[src/rtl/branch_exec_pipe.sv]
// Two-stage, multi-lane branch executor. E1 captures a bundle of operands
// after forwarding selection. E2 holds the evaluated taken/link results and
// a single prioritised fetch redirect. While a redirect is outstanding,
// newly arriving wrong-path bundles are dropped and counted.
module branch_exec_pipe #(
   parameter  int XLEN  = 32,
   parameter  int LANES = 2,
   parameter  int IMM_W = 22,
   parameter  int CNT_W = 16,
   localparam int LW    = (LANES > 1) ? $clog2(LANES) : 1
) (
   input  logic                    clk,
   input  logic                    rst_n,
   input  logic                    flush,
   input  logic                    in_valid,
   output logic                    in_ready,
   input  logic [LANES*XLEN-1:0]   in_pc,
   input  logic [LANES-1:0]        in_is_nop,
   input  logic [LANES-1:0]        in_is_jmp,
   input  logic [LANES-1:0]        in_is_imm_type,
   input  logic [LANES-1:0]        in_zero_ext,
   input  logic [2*LANES-1:0]      in_op,
   input  logic [LANES*XLEN-1:0]   in_rs1_data,
   input  logic [LANES*XLEN-1:0]   in_rs2_data,
   input  logic [LANES*XLEN-1:0]   in_rs1_fwd_data,
   input  logic [LANES*XLEN-1:0]   in_rs2_fwd_data,
   input  logic [LANES-1:0]        in_rs1_fwd,
   input  logic [LANES-1:0]        in_rs2_fwd,
   input  logic [LANES*IMM_W-1:0]  in_imm,
   output logic                    out_valid,
   input  logic                    out_ready,
   output logic [LANES-1:0]        out_taken,
   output logic [LANES*XLEN-1:0]   out_ret_addr,
   output logic [LANES-1:0]        out_rd_wr_en,
   output logic                    redirect_valid,
   output logic [XLEN-1:0]         redirect_pc,
   output logic [LW-1:0]           redirect_lane,
   output logic [CNT_W-1:0]        squash_count
);

   typedef enum logic {RUN, SHADOW} state_t;

   state_t state, state_nxt;

   // Per-lane views of the flat input buses.
   logic [LANES-1:0][XLEN-1:0]  pc_v, rs1_v, rs2_v, rs1f_v, rs2f_v;
   logic [LANES-1:0][XLEN-1:0]  opa_sel, opb_sel;
   logic [LANES-1:0][IMM_W-1:0] imm_v;
   logic [LANES-1:0][1:0]       op_v;

   assign pc_v   = in_pc;
   assign rs1_v  = in_rs1_data;
   assign rs2_v  = in_rs2_data;
   assign rs1f_v = in_rs1_fwd_data;
   assign rs2f_v = in_rs2_fwd_data;
   assign imm_v  = in_imm;
   assign op_v   = in_op;

   // E1 stage storage.
   logic                        e1_valid;
   logic [LANES-1:0][XLEN-1:0]  e1_pc, e1_a, e1_b;
   logic [LANES-1:0][IMM_W-1:0] e1_imm;
   logic [LANES-1:0][1:0]       e1_op;
   logic [LANES-1:0]            e1_nop, e1_jmp, e1_immt, e1_zext;

   // E2 stage state not directly visible as a port.
   logic e2_valid, e2_redir;

   // Combinational evaluation of the bundle sitting in E1.
   logic [LANES-1:0]            c_taken, c_wr;
   logic [LANES-1:0][XLEN-1:0]  c_ret, c_tgt;
   logic                        c_any;
   logic [XLEN-1:0]             c_rpc;
   logic [LW-1:0]               c_rlane;

   // Handshake and squash control.
   logic e2_adv, e1_move, acc, move_taken, discard, complete;

   assign e2_adv     = !e2_valid || out_ready;
   assign in_ready   = !e1_valid || e2_adv;
   assign acc        = in_valid && in_ready;
   assign e1_move    = e1_valid && e2_adv;
   assign move_taken = e1_move && c_any;
   assign complete   = e2_valid && out_ready;
   // A bundle is wrong-path if it arrives while a redirect is leaving E1 or
   // still waiting in E2 (which includes the edge on which it completes).
   assign discard    = (state == SHADOW) || move_taken;

   assign out_valid      = e2_valid;
   assign redirect_valid = e2_valid && e2_redir;

   // Forwarding mux in front of E1.
   always_comb begin
      // NOTE: every combinational output gets a default first so no path
      // leaves it unassigned, which would otherwise infer a latch.
      opa_sel = '0;
      opb_sel = '0;
      for (int i = 0; i < LANES; i++) begin
         opa_sel[i] = in_rs1_fwd[i] ? rs1f_v[i] : rs1_v[i];
         opb_sel[i] = in_rs2_fwd[i] ? rs2f_v[i] : rs2_v[i];
      end
   end

   // Per-lane evaluation and lowest-index redirect selection from E1.
   always_comb begin : eval
      logic [XLEN-1:0] imm_x;
      logic            lt;
      logic            cond;
      c_taken = '0;
      c_wr    = '0;
      c_ret   = '0;
      c_tgt   = '0;
      c_rpc   = '0;
      c_rlane = '0;
      imm_x   = '0;
      lt      = 1'b0;
      cond    = 1'b0;
      for (int i = 0; i < LANES; i++) begin
         // JAL uses the full raw immediate; everything else uses imm[11:0].
         if (e1_jmp[i] && !e1_immt[i])
            imm_x = XLEN'($signed(e1_imm[i]));
         else
            imm_x = XLEN'($signed(e1_imm[i][11:0]));
         lt = e1_zext[i] ? (e1_a[i] < e1_b[i])
                         : ($signed(e1_a[i]) < $signed(e1_b[i]));
         case (e1_op[i])
            2'b00:   cond = (e1_a[i] == e1_b[i]);
            2'b01:   cond = (e1_a[i] != e1_b[i]);
            2'b10:   cond = lt;
            default: cond = !lt;
         endcase
         // JALR targets are register-relative with bit 0 cleared.
         if (e1_jmp[i] && e1_immt[i])
            c_tgt[i] = (e1_a[i] + imm_x) & {{(XLEN-1){1'b1}}, 1'b0};
         else
            c_tgt[i] = e1_pc[i] + imm_x;
         c_taken[i] = !e1_nop[i] && (e1_jmp[i] || cond);
         c_wr[i]    = !e1_nop[i] && e1_jmp[i];
         c_ret[i]   = e1_pc[i] + XLEN'(4);
      end
      // Scan high to low so the lowest taken lane is the one that sticks.
      for (int i = LANES - 1; i >= 0; i--) begin
         if (c_taken[i]) begin
            c_rpc   = c_tgt[i];
            c_rlane = LW'(i);
         end
      end
   end

   assign c_any = |c_taken;

   // RUN/SHADOW next-state logic; flush always returns to RUN.
   always_comb begin
      state_nxt = state;
      case (state)
         RUN:     if (move_taken) state_nxt = SHADOW;
         SHADOW:  if (complete)   state_nxt = RUN;
         default: state_nxt = RUN;
      endcase
      if (flush) state_nxt = RUN;
   end

   // FSM state register.
   always_ff @(posedge clk or negedge rst_n) begin
      // NOTE: state is updated with non-blocking assignments so every
      // register samples values from before the edge.
      if (!rst_n) state <= RUN;
      else        state <= state_nxt;
   end

   // E1 payload capture; qualified by e1_valid, so it needs no reset.
   always_ff @(posedge clk) begin
      // NOTE: pure datapath registers are left unreset; the valid bit
      // alone decides whether their contents mean anything.
      if (acc && !discard && !flush) begin
         e1_pc   <= pc_v;
         e1_a    <= opa_sel;
         e1_b    <= opb_sel;
         e1_imm  <= imm_v;
         e1_op   <= op_v;
         e1_nop  <= in_is_nop;
         e1_jmp  <= in_is_jmp;
         e1_immt <= in_is_imm_type;
         e1_zext <= in_zero_ext;
      end
   end

   // Valid bits, E2 results and the saturating squash counter.
   always_ff @(posedge clk or negedge rst_n) begin
      if (!rst_n) begin
         e1_valid      <= 1'b0;
         e2_valid      <= 1'b0;
         e2_redir      <= 1'b0;
         out_taken     <= '0;
         out_ret_addr  <= '0;
         out_rd_wr_en  <= '0;
         redirect_pc   <= '0;
         redirect_lane <= '0;
         squash_count  <= '0;
      end else if (flush) begin
         e1_valid <= 1'b0;
         e2_valid <= 1'b0;
      end else begin
         if (acc && !discard) e1_valid <= 1'b1;
         else if (e1_move)    e1_valid <= 1'b0;
         if (e2_adv) begin
            e2_valid <= e1_valid;
            if (e1_valid) begin
               out_taken     <= c_taken;
               out_ret_addr  <= c_ret;
               out_rd_wr_en  <= c_wr;
               e2_redir      <= c_any;
               redirect_pc   <= c_rpc;
               redirect_lane <= c_rlane;
            end
         end
         if (acc && discard && (squash_count != '1))
            squash_count <= squash_count + CNT_W'(1);
      end
   end

endmodule

[config.mk]
export PLATFORM = sky130hd
export DESIGN_NAME = branch_exec_pipe
export DESIGN_NICKNAME = d
export VERILOG_FILES = /design/src/rtl/branch_exec_pipe.sv
export SDC_FILE = /design/constraint.sdc
export NUM_CORES = 1
export LEC_CHECK = 0
export CAP_MARGIN = 10
export CORE_ASPECT_RATIO = 1.25
export CORE_MARGIN = 2
export CORE_UTILIZATION = 56
export CTS_CLUSTER_DIAMETER = 200
export DETAILED_ROUTE_END_ITERATION = 8
export GPL_TIMING_DRIVEN = 1
export PLACE_DENSITY = 0.87
export SLEW_MARGIN = 5
export SYNTH_ARGS = -nofsm -noshare
export SYNTH_HDL_FRONTEND = slang
export SYNTH_SLANG_ARGS = --single-unit
[constraint.sdc]
create_clock -name clk -period 38.7 [get_ports clk]
set_input_delay 11.61 -clock clk [delete_from_list [all_inputs] [get_ports clk]]
set_output_delay 11.61 -clock clk [all_outputs]
set_load 0.005 [all_outputs]
==> impl_metrics.xml, run 1 <==
<?xml version="1.0" encoding="UTF-8"?>
<metrics>
  <group name="route">
    <metric name="first_iter_violations" unit="">1469</metric>
    <metric name="ant_nets" unit="">0</metric>
    <metric name="wl" unit="µm">74000</metric>
    <metric name="avgViaCountPerCell" unit="">6.02</metric>
    <metric name="detail_route.wl_per_cell" unit="µm">22.4</metric>
    <metric name="total_number_of_vias" unit="">19900</metric>
    <metric name="dr.pass1.iters" unit="">6</metric>
    <metric name="drc" unit="">0</metric>
  </group>
  <group name="floorplanning">
    <metric name="pin_count" unit="">505</metric>
    <metric name="core" unit="µm²">41000</metric>
    <metric name="die_boundary_width" unit="µm">186</metric>
    <metric name="initial_utilization" unit="">0.566</metric>
    <metric name="dieHeight" unit="µm">232</metric>
    <metric name="floorplan.rows" unit="">83</metric>
    <metric name="dieArea" unit="µm²">43100</metric>
  </group>
  <group name="logic_synthesis">
    <metric name="ys_warns" unit="">0</metric>
    <metric name="synth-seq-area-share" unit="">0.452</metric>
    <metric name="synth_top_cells_by_area" unit="">sky130_fd_sc_hd__edfxtp_1 (32%), sky130_fd_sc_hd__dfrtp_1 (13%), sky130_fd_sc_hd__ha_1 (10%), sky130_fd_sc_hd__mux2_2 (6.3%), sky130_fd_sc_hd__nand2_1 (3.9%)</metric>
    <metric name="synth_edf_count" unit="">248</metric>
    <metric name="synthCells" unit="">2220</metric>
    <metric name="synth.lib_cells_used.distinct" unit="">73</metric>
    <metric name="average_cell_area_after_synthesis" unit="µm²">10.4</metric>
    <metric name="synth_top_area_share" unit="">0.321</metric>
    <metric name="synth.net_count" unit="">2798</metric>
    <metric name="commonest_register_cell_after_synthesis" unit="">sky130_fd_sc_hd__edfxtp_1</metric>
    <metric name="synth-seq-cells" unit="">369</metric>
    <metric name="syn_area" unit="µm²">23200</metric>
    <metric name="synth-async-reset-ratio" unit="">0.328</metric>
    <metric name="cell_type_contributing_the_most_total_cell_area_after_synthesis" unit="">sky130_fd_sc_hd__edfxtp_1</metric>
  </group>
  <group name="placed_design">
    <metric name="post-dp-hpwl" unit="µm">56500</metric>
    <metric name="port_buffers" unit="">504</metric>
    <metric name="dp_cells" unit="">3231</metric>
    <metric name="finalWeightedCongestion" unit="">0.990</metric>
    <metric name="post-place-ws" unit="ns">14.30</metric>
  </group>
  <group name="setup_path">
    <metric name="worst-path-stages" unit="">4</metric>
    <metric name="max_stage_delay" unit="ns">0.51</metric>
    <metric name="critical_path.reg2reg.startpoint" unit="">e1_a[50]</metric>
    <metric name="timing.reg2reg.setup_slack" unit="ns">32.98</metric>
    <metric name="required_time_worst_endpoint" unit="ns">27.09</metric>
    <metric name="critical_path_arrival" unit="ns">12.78</metric>
    <metric name="setup.worst_path.end" unit="">in_ready</metric>
    <metric name="critical_path_peak_fanout" unit="">3</metric>
    <metric name="worstRegToRegCells" unit="">13</metric>
    <metric name="critical_path_buf_inv_count" unit="">2</metric>
    <metric name="path_delay_family" unit="">buffers and inverters</metric>
    <metric name="critPathLaunchType" unit="">input port</metric>
    <metric name="path_type_of_the_worst_setup_path" unit="">in2out</metric>
    <metric name="crit_slowest_cell" unit="">sky130_fd_sc_hd__clkdlybuf4s50_1</metric>
    <metric name="setup.worst_path.end_class" unit="">output pin</metric>
    <metric name="path_common_cell" unit="">sky130_fd_sc_hd__clkdlybuf4s50_1</metric>
    <metric name="regToRegEndpoint" unit="">e1_a[50]</metric>
    <metric name="timing.critical_path.cells" unit="">clkdlybuf4s50_1 -&gt; nor2b_1 -&gt; nand2_1 -&gt; clkdlybuf4s50_1</metric>
    <metric name="critPathLaunch" unit="">out_ready</metric>
  </group>
  <group name="grt">
    <metric name="gr-total-overflow" unit="">0</metric>
    <metric name="number_of_antenna_violations_at_the_first_check_in_global_routing" unit="">4</metric>
    <metric name="wire_length_of_the_first_global_routing_pass" unit="µm">112000</metric>
    <metric name="first_global_vias" unit="">20400</metric>
    <metric name="grt_start_max_net_pins" unit="">165</metric>
    <metric name="track_usage" unit="">0.343</metric>
  </group>
  <group name="final_layout">
    <metric name="nets" unit="">3297</metric>
    <metric name="finish.utilization" unit="">0.736</metric>
    <metric name="syn2layout_area_growth" unit="%">30.1</metric>
    <metric name="finish.cell_count_without_fillers" unit="">3305</metric>
    <metric name="filler_cells" unit="">2749</metric>
    <metric name="multi_input_area" unit="µm²">12100</metric>
    <metric name="seqCellArea" unit="µm²">10500</metric>
    <metric name="drive_gt1_frac" unit="">0.0833</metric>
  </group>
  <group name="timing">
    <metric name="final-setup-viol-count" unit="">0</metric>
    <metric name="setup-tns-final" unit="ns">0</metric>
    <metric name="tightest_slew" unit="ns">1.06</metric>
    <metric name="timing.final.max_slew_violations" unit="">0</metric>
    <metric name="finalClockSkew" unit="ns">0.0296</metric>
    <metric name="period_needed" unit="ns">24.39</metric>
    <metric name="maxSlewHeadroom" unit="">0.294</metric>
    <metric name="final_cycle_share" unit="">0.630</metric>
    <metric name="maximum_clock_frequency" unit="MHz">41.0</metric>
    <metric name="grt_setup_unrepaired" unit="">no</metric>
    <metric name="final_hold_viol_count" unit="">0</metric>
    <metric name="setup_ws" unit="ns">14.31</metric>
  </group>
  <group name="clock_network">
    <metric name="cts.sink_count" unit="">369</metric>
    <metric name="htree_num_levels" unit="">2</metric>
    <metric name="root_buffer" unit="">sky130_fd_sc_hd__clkbuf_16</metric>
    <metric name="post_cts_resized" unit="">0</metric>
    <metric name="clkLatencyLatePin" unit="ns">0.58</metric>
    <metric name="clk_path_buf_depth" unit="">3</metric>
    <metric name="cts_setup_buffers" unit="">0</metric>
    <metric name="cts_buffer_count" unit="">38</metric>
    <metric name="cts.clk_slew.worst_paths" unit="ns">0.06</metric>
    <metric name="tritoncts" unit="">done</metric>
    <metric name="cts.hold.buffers_added" unit="">0</metric>
  </group>
  <group name="flow_run">
    <metric name="reported_max_cap_violation_count" unit="">0</metric>
  </group>
  <group name="power_and_ir_drop">
    <metric name="powerDensity" unit="nW/µm²">40.6</metric>
    <metric name="worst_ir_drop_vdd" unit="V">0.0000336</metric>
    <metric name="leakage" unit="nW">12.3</metric>
    <metric name="report.power.total" unit="mW">1.22</metric>
  </group>
  <group name="status">
    <metric name="outcome" unit="">finished clean</metric>
  </group>
  <group name="hold_path">
    <metric name="timing.hold.worst.class" unit="">reg2reg</metric>
  </group>
</metrics>
## kinds of logic after synthesis
kind of cell / count (synthesis) / share of synthesized area
AND/OR/NAND/NOR: 619 / 0.128
AO/OA/AOI/OAI: 559 / 0.156
flip-flops: 369 / 0.452
adder cells (fa/ha/maj): 193 / 0.105
buffers and inverters: 171 / 0.0280
XOR/XNOR: 170 / 0.0642
multiplexers: 139 / 0.0670
## per-layer routing
| layer | vias up | track usage | part of all wire |
|---|---|---|---|
| li1 | 9221 | - | - |
| met1 | 9562 | 0.395 | 0.37 |
| met2 | 909 | 0.616 | 0.51 |
| met3 | 207 | 0.0608 | 0.070 |
| met4 | 0 | 0.154 | 0.050 |
| met5 | - | 0 | 0 |
## per-stage QoR
| stage | hold slack (ns) | cell area (µm²) |
|---|---|---|
| 2_1_floorplan | 0.437 | 23200 |
| 3_3_place_gp | 0.459 | 28900 |
| 3_5_place_dp | 0.462 | 28900 |
| 4_1_cts | 0.478 | 30200 |
| 5_1_grt | 0.498 | 30200 |
| 6_report | 0.477 | 30200 |
## worst min-delay path by stage
stage / from / to / slack (ns) / cells after the start
CTS: out_ret_addr[32] / out_ret_addr[32] / 0.48 / 2
floorplan: e1_nop[0] / out_rd_wr_en[0] / 0.44 / 1
finish: out_taken[0] / out_taken[0] / 0.48 / 1
global route: out_taken[0] / out_taken[0] / 0.50 / 1
detailed placement: out_ret_addr[32] / out_ret_addr[32] / 0.46 / 2
global placement: out_ret_addr[6] / out_ret_addr[6] / 0.46 / 2
## cells in the mapped netlist, types with 8 or more instances
library cell	instances
sky130_fd_sc_hd__nand3_1	70
sky130_fd_sc_hd__xor2_1	75
sky130_fd_sc_hd__nand4_1	25
sky130_fd_sc_hd__buf_1	13
sky130_fd_sc_hd__xnor2_1	95
sky130_fd_sc_hd__o31ai_1	8
sky130_fd_sc_hd__dfrtp_1	121
sky130_fd_sc_hd__o21ai_0	130
sky130_fd_sc_hd__a21o_1	70
sky130_fd_sc_hd__and3_1	28
sky130_fd_sc_hd__o221ai_1	10
sky130_fd_sc_hd__nand2_1	242
sky130_fd_sc_hd__nor3_1	35
sky130_fd_sc_hd__edfxtp_1	248
sky130_fd_sc_hd__and2_1	10
sky130_fd_sc_hd__o211ai_1	20
sky130_fd_sc_hd__mux2_2	130
sky130_fd_sc_hd__a31oi_1	23
sky130_fd_sc_hd__nand2b_1	13
sky130_fd_sc_hd__nand3b_1	27
sky130_fd_sc_hd__or3_1	14
sky130_fd_sc_hd__inv_1	109
sky130_fd_sc_hd__ha_1	189
sky130_fd_sc_hd__o21bai_1	19
sky130_fd_sc_hd__nor2_1	107
sky130_fd_sc_hd__nor2b_1	11
sky130_fd_sc_hd__a211oi_1	26
sky130_fd_sc_hd__o21a_1	28
sky130_fd_sc_hd__nor3b_1	8
sky130_fd_sc_hd__nor4_1	8
sky130_fd_sc_hd__a21oi_1	136
sky130_fd_sc_hd__clkbuf_1	48
sky130_fd_sc_hd__mux2i_1	9
## placed cells by master (no fill, tap or decap), drive strengths merged, types with 9 or more instances in the layout
| master | count |
|---|---|
| nand2 | 242 |
| a31oi | 23 |
| a21o | 70 |
| nor2b | 11 |
| nand2b | 13 |
| o211ai | 21 |
| and2 | 11 |
| clkdlybuf4s50 | 503 |
| edfxtp | 248 |
| o21a | 28 |
| mux2 | 130 |
| nor2 | 108 |
| dfrtp | 121 |
| o21bai | 19 |
| xnor2 | 95 |
| buf | 18 |
| mux2i | 9 |
| ha | 189 |
| clkinv | 10 |
| a211oi | 26 |
| or3 | 14 |
| o21ai | 136 |
| and3 | 28 |
| nor3 | 36 |
| o221ai | 10 |
| clkbuf | 54 |
| nand3b | 27 |
| nand4 | 25 |
| a21oi | 136 |
| xor2 | 75 |
| nand3 | 70 |
| inv | 110 |
## worst reg2reg max path, delay by kind of cell (launching register included)
family          cells  cell delay (ns)
buf+inv             3             2.06
simple gates        6             1.57
fa+ha+maj           1             0.37
flops               1             0.46
compound gates      3             0.83
## flip-flops by register name (all words and copies together), names as in the netlist, 4 cells and up
| signal | flops |
|---|---|
| e1_pc | 64 |
| redirect_pc | 32 |
| e1_a | 64 |
| e1_imm | 44 |
| squash_count | 16 |
| e1_op | 4 |
| out_ret_addr | 64 |
| e1_b | 64 |
## area by class of cell
type	count	area share
multi-input combinational	1680	0.401
sequential	369	0.347
timing repair buffer	521	0.172
clock buffer	54	0.0383
tap	552	0.0229
inverter	109	0.0136
clock inverter	16	0.00485
antenna	4	0.000332
## where the power goes
part / leakage, nW / internal, mW / switching, mW
sequential: 3.83 / 0.471 / 0.0326
combinational: 7.81 / 0.170 / 0.166
clock: 0.636 / 0.223 / 0.162
Power figures use the tool's default switching activity.
==> inputs of run 2 (changes only) <==
--- a/config.mk
+++ b/config.mk
@@ -8,11 +8,11 @@
 export CAP_MARGIN = 10
 export CORE_ASPECT_RATIO = 1.25
 export CORE_MARGIN = 2
-export CORE_UTILIZATION = 56
+export CORE_UTILIZATION = 52
 export CTS_CLUSTER_DIAMETER = 200
 export DETAILED_ROUTE_END_ITERATION = 8
 export GPL_TIMING_DRIVEN = 1
-export PLACE_DENSITY = 0.87
+export PLACE_DENSITY = 0.82
 export SLEW_MARGIN = 5
 export SYNTH_ARGS = -nofsm -noshare
 export SYNTH_HDL_FRONTEND = slang
==> constraint.sdc (replaced) <==
create_clock -name clk -period 22.9 [get_ports clk]
set_input_delay 6.87 -clock clk [delete_from_list [all_inputs] [get_ports clk]]
set_output_delay 6.87 -clock clk [all_outputs]
set_load 0.005 [all_outputs]
==> run 2 against run 1 <==
  * Final cell count is 0.61% higher
  * Critical path depth stayed put
  * Die area is 7.5% higher
  * Design area is 0.23% higher
  * Sequential share of layout area is 0.080 points lower
==> impl_metrics.xml, run 2 (synthesis gave the netlist of run 1 again) <==
<?xml version="1.0" encoding="UTF-8"?>
<metrics>
  <group name="power_and_ir_drop">
    <metric name="p_sw_frac" unit="">0.294</metric>
    <metric name="clock_power_share" unit="">0.321</metric>
    <metric name="combinationalPowerShare" unit="">0.270</metric>
    <metric name="powerDensity" unit="nW/µm²">68.9</metric>
    <metric name="netSwitchingPower" unit="µW">612</metric>
    <metric name="worst_ir_drop_vdd" unit="V">0.0000672</metric>
    <metric name="p_int" unit="mW">1.47</metric>
    <metric name="seq_power_share" unit="">0.409</metric>
    <metric name="leakage" unit="nW">12.3</metric>
  </group>
  <group name="setup_path">
    <metric name="critical_path_arrival" unit="ns">8.07</metric>
    <metric name="required_time_worst_endpoint" unit="ns">16.03</metric>
    <metric name="setup.worst_path.end_class" unit="">output pin</metric>
    <metric name="path_type_of_the_worst_setup_path" unit="">in2out</metric>
    <metric name="critical_path_buf_inv_count" unit="">2</metric>
    <metric name="path_common_cell" unit="">sky130_fd_sc_hd__clkdlybuf4s50_1</metric>
    <metric name="critical_path_peak_fanout" unit="">3</metric>
    <metric name="worstRegToRegCells" unit="">13</metric>
    <metric name="regToRegEndpoint" unit="">redirect_pc[31]</metric>
    <metric name="path_delay_family" unit="">buffers and inverters</metric>
    <metric name="crit_slowest_cell" unit="">sky130_fd_sc_hd__clkdlybuf4s50_1</metric>
    <metric name="timing.reg2reg.setup_slack" unit="ns">17.22</metric>
    <metric name="timing.critical_path.cells" unit="">clkdlybuf4s50_1 -&gt; nor2b_1 -&gt; nand2_1 -&gt; clkdlybuf4s50_1</metric>
    <metric name="critical_path.reg2reg.startpoint" unit="">e1_jmp[0]</metric>
    <metric name="max_stage_delay" unit="ns">0.47</metric>
    <metric name="critPathLaunchType" unit="">input port</metric>
  </group>
  <group name="route">
    <metric name="drc" unit="">0</metric>
    <metric name="avgViaCountPerCell" unit="">5.86</metric>
    <metric name="first_iter_violations" unit="">1194</metric>
    <metric name="ant_nets" unit="">0</metric>
    <metric name="total_number_of_vias" unit="">19500</metric>
    <metric name="wl" unit="µm">72600</metric>
    <metric name="dr.pass1.iters" unit="">5</metric>
    <metric name="detail_route.wl_per_cell" unit="µm">21.8</metric>
  </group>
  <group name="final_layout">
    <metric name="mostFrequentLayoutCell" unit="">sky130_fd_sc_hd__clkdlybuf4s50_1</metric>
    <metric name="syn2layout_area_growth" unit="%">30.4</metric>
    <metric name="post-route-cell-area" unit="µm²">30200</metric>
    <metric name="mostFrequentLayoutCells" unit="">sky130_fd_sc_hd__clkdlybuf4s50_1 (503), sky130_fd_sc_hd__edfxtp_1 (248), sky130_fd_sc_hd__nand2_1 (242)</metric>
    <metric name="nets" unit="">3298</metric>
    <metric name="filler_cells" unit="">3293</metric>
    <metric name="drive_gt1_frac" unit="">0.0855</metric>
  </group>
  <group name="timing">
    <metric name="final-setup-viol-count" unit="">0</metric>
    <metric name="timing.final.max_slew_violations" unit="">0</metric>
    <metric name="setup_ws" unit="ns">7.96</metric>
    <metric name="maxSlewHeadroom" unit="">0.263</metric>
    <metric name="tightest_slew" unit="ns">1.10</metric>
    <metric name="final_hold_viol_count" unit="">0</metric>
    <metric name="finalClockSkew" unit="ns">0.0280</metric>
    <metric name="grt_setup_unrepaired" unit="">no</metric>
    <metric name="period_needed" unit="ns">14.94</metric>
    <metric name="setup-tns-final" unit="ns">0</metric>
    <metric name="final_cycle_share" unit="">0.652</metric>
    <metric name="maximum_clock_frequency" unit="MHz">66.9</metric>
  </group>
  <group name="hold_path">
    <metric name="timing.hold.worst_endpoint" unit="">out_rd_wr_en[0]</metric>
    <metric name="timing.hold.worst.class" unit="">reg2reg</metric>
    <metric name="holdCritStartpoint" unit="">e1_nop[0]</metric>
    <metric name="hold_depth" unit="">1</metric>
  </group>
  <group name="grt">
    <metric name="number_of_antenna_violations_at_the_first_check_in_global_routing" unit="">4</metric>
    <metric name="track_usage" unit="">0.309</metric>
    <metric name="wire_length_of_the_first_global_routing_pass" unit="µm">108000</metric>
    <metric name="global_routing_met1_resource_utilization" unit="">0.355</metric>
    <metric name="grt_start_max_net_pins" unit="">168</metric>
    <metric name="grt-busiest-layer" unit="">met2</metric>
    <metric name="first_global_vias" unit="">19700</metric>
    <metric name="met2_usage" unit="">0.564</metric>
    <metric name="use_met3" unit="">0.0550</metric>
    <metric name="gr-total-overflow" unit="">0</metric>
  </group>
  <group name="clock_network">
    <metric name="post_cts_resized" unit="">0</metric>
    <metric name="cts.sink_count" unit="">369</metric>
    <metric name="root_buffer" unit="">sky130_fd_sc_hd__clkbuf_16</metric>
    <metric name="cts.hold.buffers_added" unit="">0</metric>
    <metric name="cts_buffer_count" unit="">39</metric>
    <metric name="clkLatencyLatePin" unit="ns">0.58</metric>
    <metric name="tritoncts" unit="">done</metric>
    <metric name="htree_num_levels" unit="">2</metric>
    <metric name="cts_setup_buffers" unit="">0</metric>
    <metric name="clk_path_buf_depth" unit="">3</metric>
    <metric name="cts.clk_slew.worst_paths" unit="ns">0.06</metric>
  </group>
  <group name="placed_design">
    <metric name="post-dp-hpwl" unit="µm">56700</metric>
    <metric name="finalWeightedCongestion" unit="">0.984</metric>
    <metric name="placement.cell_area" unit="µm²">28900</metric>
    <metric name="port_buffers" unit="">504</metric>
    <metric name="post-place-ws" unit="ns">7.97</metric>
  </group>
  <group name="floorplanning">
    <metric name="dieHeight" unit="µm">240</metric>
    <metric name="initial_utilization" unit="">0.526</metric>
    <metric name="die_boundary_width" unit="µm">193</metric>
    <metric name="core" unit="µm²">44100</metric>
    <metric name="dieArea" unit="µm²">46300</metric>
    <metric name="pin_count" unit="">505</metric>
    <metric name="floorplan.rows" unit="">86</metric>
  </group>
  <group name="status">
    <metric name="outcome" unit="">finished clean</metric>
  </group>
  <group name="flow_run">
    <metric name="reported_max_cap_violation_count" unit="">0</metric>
  </group>
</metrics>
## run 2: worst max-delay path by stage
stage              start  endpoint  slack (ns)  cells after the start
5_1_grt        out_ready  in_ready        7.89                      4
4_1_cts        out_ready  in_ready        7.97                      4
2_1_floorplan  out_ready   e1_a[0]        4.64                      2
3_3_place_gp   out_ready  in_ready        7.98                      4
6_report       out_ready  in_ready        7.96                      4
3_5_place_dp   out_ready  in_ready        7.97                      4
## run 2: layout make-up
type | count | area [µm²] | share of cell area
Clock inverter | 24 | 262 | 0.00865
Antenna cell | 3 | 7.51 | 0.000248
Tap cell | 572 | 716 | 0.0237
Sequential cell | 369 | 10500 | 0.346
Clock buffer | 47 | 1090 | 0.0360
Timing Repair Buffer | 521 | 5190 | 0.171
Inverter | 109 | 409 | 0.0135
Multi-Input combinational cell | 1680 | 12100 | 0.400
## run 2: per-layer routing
layer  part of all wire  vias to the layer above
met5                  0                        -
li1                   -                     9222
met3              0.064                      141
met4              0.040                        0
met1               0.38                     9433
met2               0.52                      684
## run 2: power groups by stage
stage / registers (mW) / clock network [mW] / logic [mW]
3_3_place_gp: 0.860 / 0 / 0.544
4_1_cts: 0.851 / 0.677 / 0.563
5_1_grt: 0.858 / 0.700 / 0.611
3_5_place_dp: 0.863 / 0 / 0.557
2_1_floorplan: 0.861 / 0 / 0.277
6_report: 0.852 / 0.669 / 0.563
## run 2: per-stage QoR
step	std cells	power, mW	hold WS [ns]	util
6_report	3325	2.08	0.457	0.686
5_1_grt	3325	2.17	0.483	0.686
4_1_cts	3322	2.09	0.460	0.685
3_5_place_dp	3251	1.42	0.454	0.655
3_3_place_gp	3251	1.40	0.456	0.655
2_1_floorplan	2220	1.14	0.437	-
## run 2: worst register-to-register path: cells and delay by family, from the launching register on
family / cells / cell delay [ns]
AO/OA/AOI/OAI: 7 / 2.68
adder cells (fa/ha/maj): 1 / 0.68
buffers and inverters: 1 / 0.19
flip-flops: 1 / 0.71
multiplexers: 1 / 0.07
AND/OR/NAND/NOR: 3 / 1.25
==> inputs of run 3 (changes only) <==
--- a/config.mk
+++ b/config.mk
@@ -8,11 +8,11 @@
 export CAP_MARGIN = 10
 export CORE_ASPECT_RATIO = 1.25
 export CORE_MARGIN = 2
-export CORE_UTILIZATION = 52
+export CORE_UTILIZATION = 47
 export CTS_CLUSTER_DIAMETER = 200
 export DETAILED_ROUTE_END_ITERATION = 8
 export GPL_TIMING_DRIVEN = 1
-export PLACE_DENSITY = 0.82
+export PLACE_DENSITY = 0.78
 export SLEW_MARGIN = 5
 export SYNTH_ARGS = -nofsm -noshare
 export SYNTH_HDL_FRONTEND = slang
==> constraint.sdc (replaced) <==
create_clock -name clk -period 13.62 [get_ports clk]
set_input_delay 4.086 -clock clk [delete_from_list [all_inputs] [get_ports clk]]
set_output_delay 4.086 -clock clk [all_outputs]
set_load 0.005 [all_outputs]
==> run 3 against run 2 <==
  * Sequential power is 68% higher
  * Critical path depth stayed put
  * Count of clock-buffer cells in the layout is 2 lower
  * Sequential share of layout area is 0.087 points lower
  * Register-to-register slack worse by 9.1 ns
  * Design area is 0.25% higher
  * Routed wire length hardly changed
  * Via count hardly changed
  * Largest power group unchanged
==> impl_metrics.xml, run 3 (synthesis gave the netlist of run 1 again) <==
<?xml version="1.0" encoding="UTF-8"?>
<metrics>
  <group name="placed_design">
    <metric name="finalWeightedCongestion" unit="">0.955</metric>
    <metric name="post-place-ws" unit="ns">4.26</metric>
    <metric name="post-dp-hpwl" unit="µm">57200</metric>
    <metric name="port_buffers" unit="">504</metric>
  </group>
  <group name="timing">
    <metric name="maximum_clock_frequency" unit="MHz">107</metric>
    <metric name="timing.final.max_slew_violations" unit="">0</metric>
    <metric name="final_hold_viol_count" unit="">0</metric>
    <metric name="tightest_slew" unit="ns">1.10</metric>
    <metric name="grt_setup_unrepaired" unit="">no</metric>
    <metric name="period_needed" unit="ns">9.37</metric>
    <metric name="setup_ws" unit="ns">4.25</metric>
    <metric name="final-setup-viol-count" unit="">0</metric>
    <metric name="setup-tns-final" unit="ns">0</metric>
    <metric name="finalClockSkew" unit="ns">0.0246</metric>
    <metric name="final_cycle_share" unit="">0.688</metric>
    <metric name="maxSlewHeadroom" unit="">0.259</metric>
  </group>
  <group name="hold_path">
    <metric name="hold_depth" unit="">2</metric>
    <metric name="timing.hold.worst.class" unit="">reg2reg</metric>
  </group>
  <group name="route">
    <metric name="dr.pass1.iters" unit="">5</metric>
    <metric name="first_iter_violations" unit="">1126</metric>
    <metric name="avgViaCountPerCell" unit="">5.71</metric>
    <metric name="detail_route.wl_per_cell" unit="µm">21.3</metric>
    <metric name="ant_nets" unit="">0</metric>
    <metric name="total_number_of_vias" unit="">19500</metric>
    <metric name="wl" unit="µm">72500</metric>
    <metric name="drc" unit="">0</metric>
  </group>
  <group name="power_and_ir_drop">
    <metric name="netSwitchingPower" unit="mW">1.01</metric>
    <metric name="report.power.total" unit="mW">3.48</metric>
    <metric name="p_sw_frac" unit="">0.291</metric>
    <metric name="combinationalPowerShare" unit="">0.271</metric>
    <metric name="worst_ir_drop_vdd" unit="V">0.0000795</metric>
    <metric name="leakage" unit="nW">12.3</metric>
    <metric name="powerDensity" unit="nW/µm²">115</metric>
    <metric name="clock_power_share" unit="">0.318</metric>
    <metric name="seq_power_share" unit="">0.411</metric>
    <metric name="p_int" unit="mW">2.47</metric>
  </group>
  <group name="final_layout">
    <metric name="nets" unit="">3301</metric>
    <metric name="mostFrequentLayoutCell" unit="">sky130_fd_sc_hd__clkdlybuf4s50_1</metric>
    <metric name="mostFrequentLayoutCells" unit="">sky130_fd_sc_hd__clkdlybuf4s50_1 (503), sky130_fd_sc_hd__edfxtp_1 (248), sky130_fd_sc_hd__nand2_1 (242)</metric>
    <metric name="seqCellArea" unit="µm²">10500</metric>
    <metric name="drive_gt1_frac" unit="">0.0843</metric>
    <metric name="filler_cells" unit="">3981</metric>
    <metric name="multi_input_area" unit="µm²">12100</metric>
    <metric name="syn2layout_area_growth" unit="%">30.7</metric>
  </group>
  <group name="setup_path">
    <metric name="required_time_worst_endpoint" unit="ns">9.53</metric>
    <metric name="critical_path_arrival" unit="ns">5.28</metric>
    <metric name="critPathLaunchType" unit="">input port</metric>
    <metric name="path_type_of_the_worst_setup_path" unit="">in2out</metric>
    <metric name="worstRegToRegCells" unit="">12</metric>
    <metric name="setup.worst_path.end_class" unit="">output pin</metric>
    <metric name="critical_path_peak_fanout" unit="">3</metric>
  </group>
  <group name="clock_network">
    <metric name="root_buffer" unit="">sky130_fd_sc_hd__clkbuf_16</metric>
    <metric name="htree_num_levels" unit="">2</metric>
    <metric name="post_cts_resized" unit="">0</metric>
    <metric name="cts_setup_buffers" unit="">0</metric>
    <metric name="clk_path_buf_depth" unit="">3</metric>
    <metric name="tritoncts" unit="">done</metric>
    <metric name="cts.clk_slew.worst_paths" unit="ns">0.06</metric>
    <metric name="cts_buffer_count" unit="">40</metric>
    <metric name="clkLatencyLatePin" unit="ns">0.57</metric>
    <metric name="cts.sink_count" unit="">369</metric>
    <metric name="cts.hold.buffers_added" unit="">0</metric>
  </group>
  <group name="grt">
    <metric name="number_of_antenna_violations_at_the_first_check_in_global_routing" unit="">2</metric>
    <metric name="gr-total-overflow" unit="">0</metric>
    <metric name="track_usage" unit="">0.281</metric>
    <metric name="first_global_vias" unit="">20000</metric>
    <metric name="wire_length_of_the_first_global_routing_pass" unit="µm">111000</metric>
    <metric name="grt_start_max_net_pins" unit="">81</metric>
  </group>
  <group name="floorplanning">
    <metric name="dieArea" unit="µm²">51200</metric>
    <metric name="initial_utilization" unit="">0.473</metric>
    <metric name="pin_count" unit="">505</metric>
    <metric name="die_boundary_width" unit="µm">203</metric>
    <metric name="core" unit="µm²">49100</metric>
    <metric name="floorplan.rows" unit="">91</metric>
    <metric name="dieHeight" unit="µm">252</metric>
  </group>
  <group name="status">
    <metric name="outcome" unit="">finished clean</metric>
  </group>
  <group name="flow_run">
    <metric name="reported_max_cap_violation_count" unit="">0</metric>
  </group>
</metrics>
## run 3: cell types whose count changed in the layout (fill, tap and decap cells not counted), sizes merged
| cell | change |
|---|---|
| clkinv | +4 |
| clkinvlp | -1 |
| clkbuf | -2 |
| buf | +2 |
## run 3: layout make-up
cell class                 instances  area share
clock inverter                    27     0.00834
clock buffer                      45      0.0354
timing repair buffer             523       0.171
inverter                         109      0.0135
tap                              651      0.0269
multi-input combinational       1680       0.399
sequential                       369       0.345
antenna                            3    0.000248
## run 3: final timing paths
kind	startpoint	end	slack (ns)
worst min register to register	out_ret_addr[32]	out_ret_addr[32]	0.47
max in group asynchronous	rst_n	out_rd_wr_en[0]	8.85
worst min-delay path	out_ret_addr[32]	out_ret_addr[32]	0.47
worst max-delay path	out_ready	in_ready	4.25
min in group asynchronous	rst_n	out_ret_addr[56]	3.55
worst max register to register	e1_a[63]	e1_imm[23]	8.12
## run 3: critical path, cell delays in order
cell and delay, ns:
sky130_fd_sc_hd__clkdlybuf4s50_1 0.44, sky130_fd_sc_hd__nor2b_1 0.18, sky130_fd_sc_hd__nand2_1 0.12, sky130_fd_sc_hd__clkdlybuf4s50_1 0.46
## run 3: metrics by stage
| step | cell area (µm²) | util | instances | hold WS (ns) |
|---|---|---|---|---|
| after floorplan | 23200 | - | 2220 | 0.437 |
| after global placement | 29000 | 0.591 | 3332 | 0.460 |
| after detailed placement | 29000 | 0.591 | 3332 | 0.463 |
| after CTS | 30300 | 0.618 | 3404 | 0.478 |
| after global routing | 30300 | 0.618 | 3407 | 0.503 |
| final | 30300 | 0.618 | 3407 | 0.475 |
## run 3: metal layers
layer,wire length (µm),up-vias,global-route usage
met1,27000,9368,0.316
met4,3370,0,0.126
met5,0,-,0
met3,4370,164,0.0446
li1,-,9236,-
met2,37800,702,0.520
## run 3: power by group through the flow
stage,clock network (mW),logic (mW),registers (mW)
6_report,1.11,0.941,1.43
4_1_cts,1.13,0.941,1.43
3_5_place_dp,0,0.933,1.45
2_1_floorplan,0,0.466,1.44
5_1_grt,1.16,1.03,1.44
3_3_place_gp,0,0.912,1.45
